### config.mk
export PLATFORM = sky130hd
export DESIGN_NAME = kldiv_batchmean_reducer
export DESIGN_NICKNAME = d
export VERILOG_FILES = /design/src/rtl/kldiv_pkg.sv /design/src/rtl/kldiv_round_sat.sv /design/src/rtl/kldiv_batchmean_reducer.sv
export SDC_FILE = /design/constraint.sdc
export NUM_CORES = 1
export LEC_CHECK = 0
export CAP_MARGIN = 20
export CORE_ASPECT_RATIO = 1.75
export CORE_MARGIN = 2
export CORE_UTILIZATION = 25
export DETAILED_ROUTE_END_ITERATION = 7
export PLACE_DENSITY = 0.45
export SETUP_SLACK_MARGIN = 0.15
export SYNTH_ARGS = -nofsm -noshare
export SYNTH_HDL_FRONTEND = slang
export SYNTH_SLANG_ARGS = --single-unit
export TNS_END_PERCENT = 20
### constraint.sdc
create_clock -name clk -period 6.85 [get_ports clk]
set_clock_uncertainty 0.15 [all_clocks]
set_input_delay 1.7125 -clock clk [delete_from_list [all_inputs] [get_ports clk]]
set_output_delay 1.7125 -clock clk [all_outputs]
set_load 0.05 [all_outputs]
### src/rtl/kldiv_pkg.sv
// rtl/kldiv_pkg.sv - shared defaults, FSM state type and accumulator sizing helper for the KL batchmean reducer
package kldiv_pkg;

  localparam int KLDIV_DATA_W = 32;
  localparam int KLDIV_FRAC_W = 16;

  typedef enum logic [1:0] {
    IDLE  = 2'd0,
    ACCUM = 2'd1,
    FINAL = 2'd2,
    HOLD  = 2'd3
  } kldiv_red_state_t;

  // Smallest accumulator that can hold a full batch of worst-case terms without wrapping.
  function automatic int kldiv_min_acc_w(input int data_w, input int elems_per_row, input int batch_log2);
    return data_w + $clog2(elems_per_row) + batch_log2;
  endfunction

endpackage

### src/rtl/kldiv_round_sat.sv
// rtl/kldiv_round_sat.sv - combinational round-half-up, arithmetic shift and optional clamp (KLDIV_RED_SAT_EN)
module kldiv_round_sat #(
  parameter int ACC_W      = 64,
  parameter int DATA_W     = 32,
  parameter int BATCH_LOG2 = 7
) (
  input  logic [ACC_W-1:0]  acc,
  output logic [DATA_W-1:0] result,
  output logic              sat
);

  // One guard bit keeps the rounding add from wrapping at the top of the accumulator range.
  localparam logic [ACC_W:0] HALF = (ACC_W+1)'(1) << (BATCH_LOG2 - 1);

  logic [ACC_W:0]        rounded;
  logic signed [ACC_W:0] shifted;

  assign rounded = {acc[ACC_W-1], acc} + HALF;
  assign shifted = $signed(rounded) >>> BATCH_LOG2;

`ifdef KLDIV_RED_SAT_EN
  logic [ACC_W-DATA_W+1:0] top_bits;
  logic                    fits;

  // The shifted sum fits when every bit above the result sign bit matches it.
  assign top_bits = shifted[ACC_W:DATA_W-1];
  assign fits     = (&top_bits) | ~(|top_bits);

  // Clamp toward the bound on the side of the true sign.
  always_comb begin
    result = shifted[DATA_W-1:0];
    sat    = 1'b0;
    if (!fits) begin
      sat    = 1'b1;
      result = shifted[ACC_W] ? {1'b1, {(DATA_W-1){1'b0}}} : {1'b0, {(DATA_W-1){1'b1}}};
    end
  end
`else
  logic unused_high_bits;

  // Without clamping the result simply wraps to the low DATA_W bits.
  assign result           = shifted[DATA_W-1:0];
  assign sat              = 1'b0;
  assign unused_high_bits = ^shifted[ACC_W:DATA_W];
`endif

endmodule

### src/rtl/kldiv_batchmean_reducer.sv
// rtl/kldiv_batchmean_reducer.sv - sums one batch of KL terms, divides by batch size, holds the scalar loss (KLDIV_RED_SAT_EN enables clamping)
module kldiv_batchmean_reducer
  import kldiv_pkg::*;
#(
  parameter int DATA_W        = KLDIV_DATA_W,
  parameter int FRAC_W        = KLDIV_FRAC_W,
  parameter int ELEMS_PER_ROW = 4096,
  parameter int BATCH_LOG2    = 7,
  parameter int ACC_W         = 64
) (
  input  logic              clk,
  input  logic              rst_n,
  input  logic              valid_in,
  output logic              in_ready,
  input  logic [DATA_W-1:0] input_data,
  output logic              valid_out,
  input  logic              out_ready,
  output logic [DATA_W-1:0] output_data,
  output logic              sat_out
);

  localparam int TOTAL = ELEMS_PER_ROW << BATCH_LOG2;
  localparam int CNT_W = $clog2(TOTAL);
  localparam logic [CNT_W-1:0] LAST = CNT_W'(TOTAL - 1);

  // The binary point is carried implicitly; the arithmetic is scale-free.
  localparam int unused_frac_w = FRAC_W;

  kldiv_red_state_t  state;
  logic [ACC_W-1:0]  acc;
  logic [CNT_W-1:0]  count;
  logic [ACC_W-1:0]  term_ext;
  logic [DATA_W-1:0] rs_result;
  logic              rs_sat;
  logic              xfer;

  assign term_ext = {{(ACC_W-DATA_W){input_data[DATA_W-1]}}, input_data};
  assign xfer     = valid_in && in_ready;

  kldiv_round_sat #(
    .ACC_W      (ACC_W),
    .DATA_W     (DATA_W),
    .BATCH_LOG2 (BATCH_LOG2)
  ) u_round_sat (
    .acc    (acc),
    .result (rs_result),
    .sat    (rs_sat)
  );

  // Batch FSM: accumulate TOTAL terms, latch the rounded mean, hold it until taken.
  always_ff @(posedge clk or negedge rst_n) begin
    if (!rst_n) begin
      state       <= IDLE;
      acc         <= '0;
      count       <= '0;
      in_ready    <= 1'b0;
      valid_out   <= 1'b0;
      output_data <= '0;
      sat_out     <= 1'b0;
    end else begin
      case (state)
        IDLE: begin
          state    <= ACCUM;
          in_ready <= 1'b1;
        end
        ACCUM: begin
          if (xfer) begin
            acc <= acc + term_ext;
            if (count == LAST) begin
              state    <= FINAL;
              in_ready <= 1'b0;
            end else begin
              count <= count + 1'b1;
            end
          end
        end
        FINAL: begin
          output_data <= rs_result;
          sat_out     <= rs_sat;
          valid_out   <= 1'b1;
          state       <= HOLD;
        end
        HOLD: begin
          if (out_ready) begin
            valid_out <= 1'b0;
            acc       <= '0;
            count     <= '0;
            in_ready  <= 1'b1;
            state     <= ACCUM;
          end
        end
        default: begin
          state <= IDLE;
        end
      endcase
    end
  end

endmodule

==> results.yml <==
synthesis:
  synth.most_common_cell: "dfrtp_1"
  synth_edf_count: 0
  synth_top_cell_by_area: "dfrtp_1"
  syn-cell-area_um2: 6480
  synth_seq_cells: 94
  synth_nets: 822
  synthDominantCellAreaShare_pct: 36.3
  synth_cell_type_count: 61
  syn_area_per_cell_um2: 8.74
  netlist_top_cells_count: "dfrtp_1, a21oi_1, nand2_1"
  async_flop_share_pct: 100
  postSynthCellCount: 741
  yosys-top-cells-area: "dfrtp_1, ha_1, a21oi_1"
  yosysSeqAreaShare_pct: 36.3
  yosys_warnings: 0
  synth_ff_type: "dfrtp_1"
die:
  io_pins: 71
  die_w_um: 126
  start_util_pct: 25.2
  die_area_um2: 27300
  rows: 78
  design.core.area_um2: 25700
  dieHeight_um: 217
cts:
  cts_buffer_depth: 2
  cts_setup_buffers: 0
  ctsHoldBuffers: 0
  numCtsBuffers: 9
  clk_pin_slew_worst_paths_ns: 0.07
  clockRootBuffer: "clkbuf_16"
  clock-sinks: 94
  htree_levels: 3
  tritoncts: "done"
  clkLatencyLatePin_ns: 0.37
  cts_resized: 0
worst_setup_path:
  startpoint_type: "input pin"
  r2r-start: "acc[0]"
  r2r_slack_ns: 3.53
  cp-end-kind: "flip-flop"
  r2r-end: "acc[38]"
  reg2reg_depth: 10
  cp.arrival_ns: 4.82
  worst-path-max-fanout: 6
  path_class: "in2reg"
  cp_data_required_time_ns: 6.96
global_route:
  grt_usage_pct: 14.4
  antenna_found_initial: 0
  grt_pass1_wl_um: 30800
  grt_pass1_vias: 5651
  grt_overflow_total: 0
  grt_max_degree: 51
final_layout:
  drive_gt1_share_pct: 4.92
  final_core_util_pct: 30.3
  area_growth_syn_to_layout_pct: 19.9
  num_antenna_cells: 0
  final_nets: 869
  nFillCells: 2762
sta:
  finalSetupViolCount: 0
  grt_setup_unrepaired: "no"
  fin_crit_sh_pct: 68.9
  hold_ws_ns: 0.338
  hold_viol: 0
  worst_pin_slew_ns: 0.694
  period_needed_ns: 4.72
  setup_slack_ns: 2.13
  finalSetupTns_ns: 0
  max_freq_mhz: 212
  slew-limit-headroom_pct: 53.5
  slew_violations: 0
power_and_ir_drop:
  internal_power_mw: 1.55
  pwr-share-seq_pct: 31.0
  p_switching_mw: 1.26
  combPwrFrac_pct: 49.2
  leakagePower_nw: 3.31
  vdd_drop_max_v: 0.000133
  switching_share_pct: 44.8
  powerDensity_nw_per_um2: 361
  clockPowerShare_pct: 19.8
  finalPower_mw: 2.81
min_path:
  holdPathEnd: "acc[2]"
  worstHoldPathType: "reg2reg"
  min_from: "acc[2]"
  whs_path_depth: 2
detailed_routing:
  wl_per_cell_um: 17.1
  routed_wl_um: 19100
  drtAntennaViolNets: 0
  vias: 5541
  route.detailed.drc: 0
  first_iter_violations: 232
  firstDrtPassIters: 4
  viasPerCell: 4.98
place:
  gp_congestion: 0.815
  portBuffers: 69
  dp_slack_ns: 1.73
  dp_hpwl_um: 14300
run_status:
  status: "completed"
flow_run:
  max-cap-violations: 0
[cells by family (layout without fill, tap and decap cells)]
group / after synthesis / count (layout) / share of synthesized area, %
and+or+nand+nor: 246 / 246 / 18.1
AOI/OAI and AO/OA: 224 / 224 / 22.5
DFF: 94 / 94 / 36.3
xor gates and xnor gates: 75 / 75 / 10.1
buffers and inverters: 51 / 103 / 3.28
adders and majority gates: 45 / 45 / 8.80
muxes: 5 / 5 / 0.811
other: 1 / 1 / 0.0579
[layout make-up]
class | count | area [um^2] | share of cell area (%)
Sequential cell | 94 | 2350 | 30.3
Tap cell | 320 | 400 | 5.15
Multi-Input combinational cell | 596 | 3920 | 50.5
Clock inverter | 5 | 82.6 | 1.06
Inverter | 13 | 48.8 | 0.628
Clock buffer | 11 | 233 | 3.00
Timing Repair Buffer | 74 | 733 | 9.44
[layout by cell type (no fill, tap or decap), types with 5 or more instances in the layout]
master / n
xor2_1: 38
inv_1: 12
a21o_1: 18
nor3_1: 18
a22o_1: 33
o21ai_0: 33
nand3_1: 29
clkdlybuf4s50_1: 68
xnor2_1: 37
and3_1: 14
clkbuf_16: 9
buf_4: 5
ha_1: 43
a21oi_1: 89
nor2_1: 70
nand4_1: 13
dfrtp_1: 94
o211ai_1: 8
nand2_1: 72
[critical path: stages]
cell,delay (ns)
clkdlybuf4s50_1,0.41
ha_1,0.25
fa_1,0.43
a211oi_1,0.36
o211ai_1,0.17
nand2_1,0.11
a41oi_1,0.21
a21oi_1,0.57
o21ai_0,0.19
xor2_1,0.17
a22o_1,0.23
[metal layers]
layer / global-route usage (%) / up-vias / wire length (um)
li1: - / 2786 / -
met5: 0 / - / 0
met1: 16.4 / 2643 / 7880
met4: 6.93 / 0 / 685
met3: 2.29 / 31 / 472
met2: 25.9 / 81 / 10000
[sequential cells by signal, indices dropped and copies added (netlist names)]
signal and flops:
acc 39, count 19, in_ready 1, output_data 32, state 2, valid_out 1
[per-stage QoR]
stage | instances | cell area, um^2
floorplan | 741 | 6480
global placement | 1096 | 7440
detailed placement | 1096 | 7440
CTS | 1112 | 7750
global route | 1113 | 7770
finish | 1113 | 7770
[power groups by stage]
stage / Clock (mW) / Combinational [mW] / Sequential [mW]
final: 0.556 / 1.38 / 0.869
after global placement: 0 / 1.38 / 0.880
after global routing: 0.593 / 1.53 / 0.897
after floorplan: 0 / 0.812 / 1.04
after detailed placement: 0 / 1.39 / 0.882
after CTS: 0.578 / 1.40 / 0.873
[worst max-delay path by stage]
stage,startpoint,to,slack [ns],cells past startpoint
2_1_floorplan,input_data[0],acc[38],2.80,10
3_3_place_gp,input_data[0],acc[38],1.79,11
3_5_place_dp,input_data[0],acc[38],1.73,11
4_1_cts,input_data[0],acc[38],2.12,11
5_1_grt,input_data[31],acc[38],1.90,10
6_report,input_data[0],acc[38],2.13,11
No activity file was read; power rests on OpenSTA's default activity.
==> RTL change (config.mk and constraints unchanged) <==
Encoding of `kldiv_red_state_t`: now one-hot (4 bits for 4 states).
--- a/src/rtl/kldiv_pkg.sv
+++ b/src/rtl/kldiv_pkg.sv
@@ -4,11 +4,11 @@
   localparam int KLDIV_DATA_W = 32;
   localparam int KLDIV_FRAC_W = 16;
 
-  typedef enum logic [1:0] {
-    IDLE  = 2'd0,
-    ACCUM = 2'd1,
-    FINAL = 2'd2,
-    HOLD  = 2'd3
+  typedef enum logic [3:0] {
+    IDLE  = 4'b0001,
+    ACCUM = 4'b0010,
+    FINAL = 4'b0100,
+    HOLD  = 4'b1000
   } kldiv_red_state_t;
 
   // Smallest accumulator that can hold a full batch of worst-case terms without wrapping.
Behaviour: same outputs for any inputs over 10 cycles, from zero or initial values and one cycle with rst_n low; not proved beyond that.
==> RTL change against the original RTL <==
Synthesized cell count grew 4.0%; sequential share of layout area up 0.093 points; final area rose by 1.9%; core utilization is 0.22 points higher; total power is 0.21% higher; sequential power grew 3.3%; largest power group unchanged; highest routed layer unchanged; area after synthesis increased by 2.3%; global-route usage increased by 0.48 points; wire length increased by 4.2%; non-clock buffer count unchanged; setup slack improved by 0.30 ns; largest cell class unchanged; die area up 2.2%; sequential cell count grew 2.
==> RTL change: results (changes against the original RTL) <==
Via-to-Cell Ratio 5.05 (+1.5%); Wirelength per Cell 17.3 um (+0.78%); Syn Nets 848 (+3.2%); sequential area share after synthesis 0.363 (about the same); FFs w/ async S/R, synth 1.00 (unchanged); first-pass GRT wire length 32.4 mm (+4.9%); Worst Path Max Fanout 4 (-2); # resized after CTS 0 (unchanged); Rel. slew slack 0.358 (-0.177); Max IR drop VDD 131 uV (-1.5%); synth top area cells dfrtp_1, ha_1, o21ai_0; fillers 2800 (+1.4%); initial drt markers 301 (+30%); Max Clk Rate 227 MHz (+6.9%); outcome complete, no violations; post-DP HPWL 14.9 mm (+4.8%); Post-DP Area 7640 um2 (+2.7%); GP Congestion 0.862 (+5.8%); GRT Util Overall 0.149 (+0.00478); P_leak 3.29 nW (-0.67%); Net Sw Power 1.25 mW (-0.11%); Post-synth top cells dfrtp_1, nand2_1, nor2_1; ratio of cells with drive above 1 in the final layout 0.0602 (+0.0110); Critical Path AT 4.51 ns (-0.31 ns); Top Registers acc: 39 flops, output_data: 32 flops, count: 19 flops; Layout Nets 903 (+3.9%); vias in the first global route 6074 (+7.5%); Netlist cell types 74 (+21%); largest net degree at the start of global routing 66 (+29%)
-- RTL change: changes by cell type in the layout (fill, tap and decap cells not counted), moves of 7 or more --
cell      change
o21ai_0      +39
a22o_1       -31
a21oi_1      -22
nand2_1      +17
o31ai_1      +12
xnor2_1      -12
o21a_1        +8
xor2_1        -8
o211ai_1      -7
-- RTL change: stage by stage --
| step | setup WS (ns) | cells |
|---|---|---|
| after floorplan | 2.91 | 771 |
| after global placement | 2.09 | 1135 |
| after detailed placement | 2.04 | 1135 |
| after CTS | 2.43 | 1151 |
| after global routing | 2.08 | 1151 |
| final | 2.44 | 1151 |
-- RTL change: critical path: stages --
cell and delay [ns]:
clkdlybuf4s50_1 0.49, ha_1 0.23, fa_1 0.23, a21oi_1 0.07
nor2b_1 0.22, o21ai_1 0.21, a2111oi_1 0.53, o21ai_1 0.27
o211a_1 0.28, a211oi_1 0.16, nand3_1 0.09
-- RTL change: power by group through the flow --
stage | sequential [mW] | combinational [mW] | clock [mW]
floorplan | 0.825 | 1.12 | 0
global placement | 0.907 | 1.42 | 0
detailed placement | 0.909 | 1.41 | 0
CTS | 0.897 | 1.42 | 0.525
global route | 0.925 | 1.59 | 0.543
finish | 0.898 | 1.41 | 0.506
-- RTL change: layout make-up --
cell class | count | area, um2 | share of cell area
clock buffer | 13 | 250 | 0.0316
clock inverter | 3 | 25.0 | 0.00316
inverter | 16 | 60.1 | 0.00759
multi-input combinational | 629 | 4050 | 0.512
sequential | 96 | 2400 | 0.304
tap | 320 | 400 | 0.0506
timing repair buffer | 74 | 726 | 0.0917
-- RTL change: layer usage --
layer | GRT usage | wire, um
met1 | 0.177 | 8650
met2 | 0.264 | 10200
met3 | 0.0215 | 381
met4 | 0.0648 | 655
met5 | 0 | 0
-- RTL change: cells by family (layout without fill, tap and decap cells) --
family	after synthesis	in the layout	share of synthesized area
xor gates and xnor gates	55	55	0.0727
and+or+nand+nor	284	284	0.208
adders and majority gates	41	41	0.0785
AOI/OAI and AO/OA	246	246	0.245
muxes	2	2	0.00321
other	1	1	0.000566
buffers and inverters	46	106	0.0289
DFF	96	96	0.363
-- RTL change: path summary, 6_finish.rpt --
check,start,endpoint,slack [ns],cells past startpoint
setup / recovery,input_data[0],acc[38],2.44,11
hold / removal,count[11],count[11],0.33,1
setup reg to reg,state[1],count[17],3.50,8
hold reg to reg,count[11],count[11],0.33,1
max in group asynchronous,rst_n,output_data[12],4.14,2
min in group asynchronous,rst_n,output_data[23],1.24,1
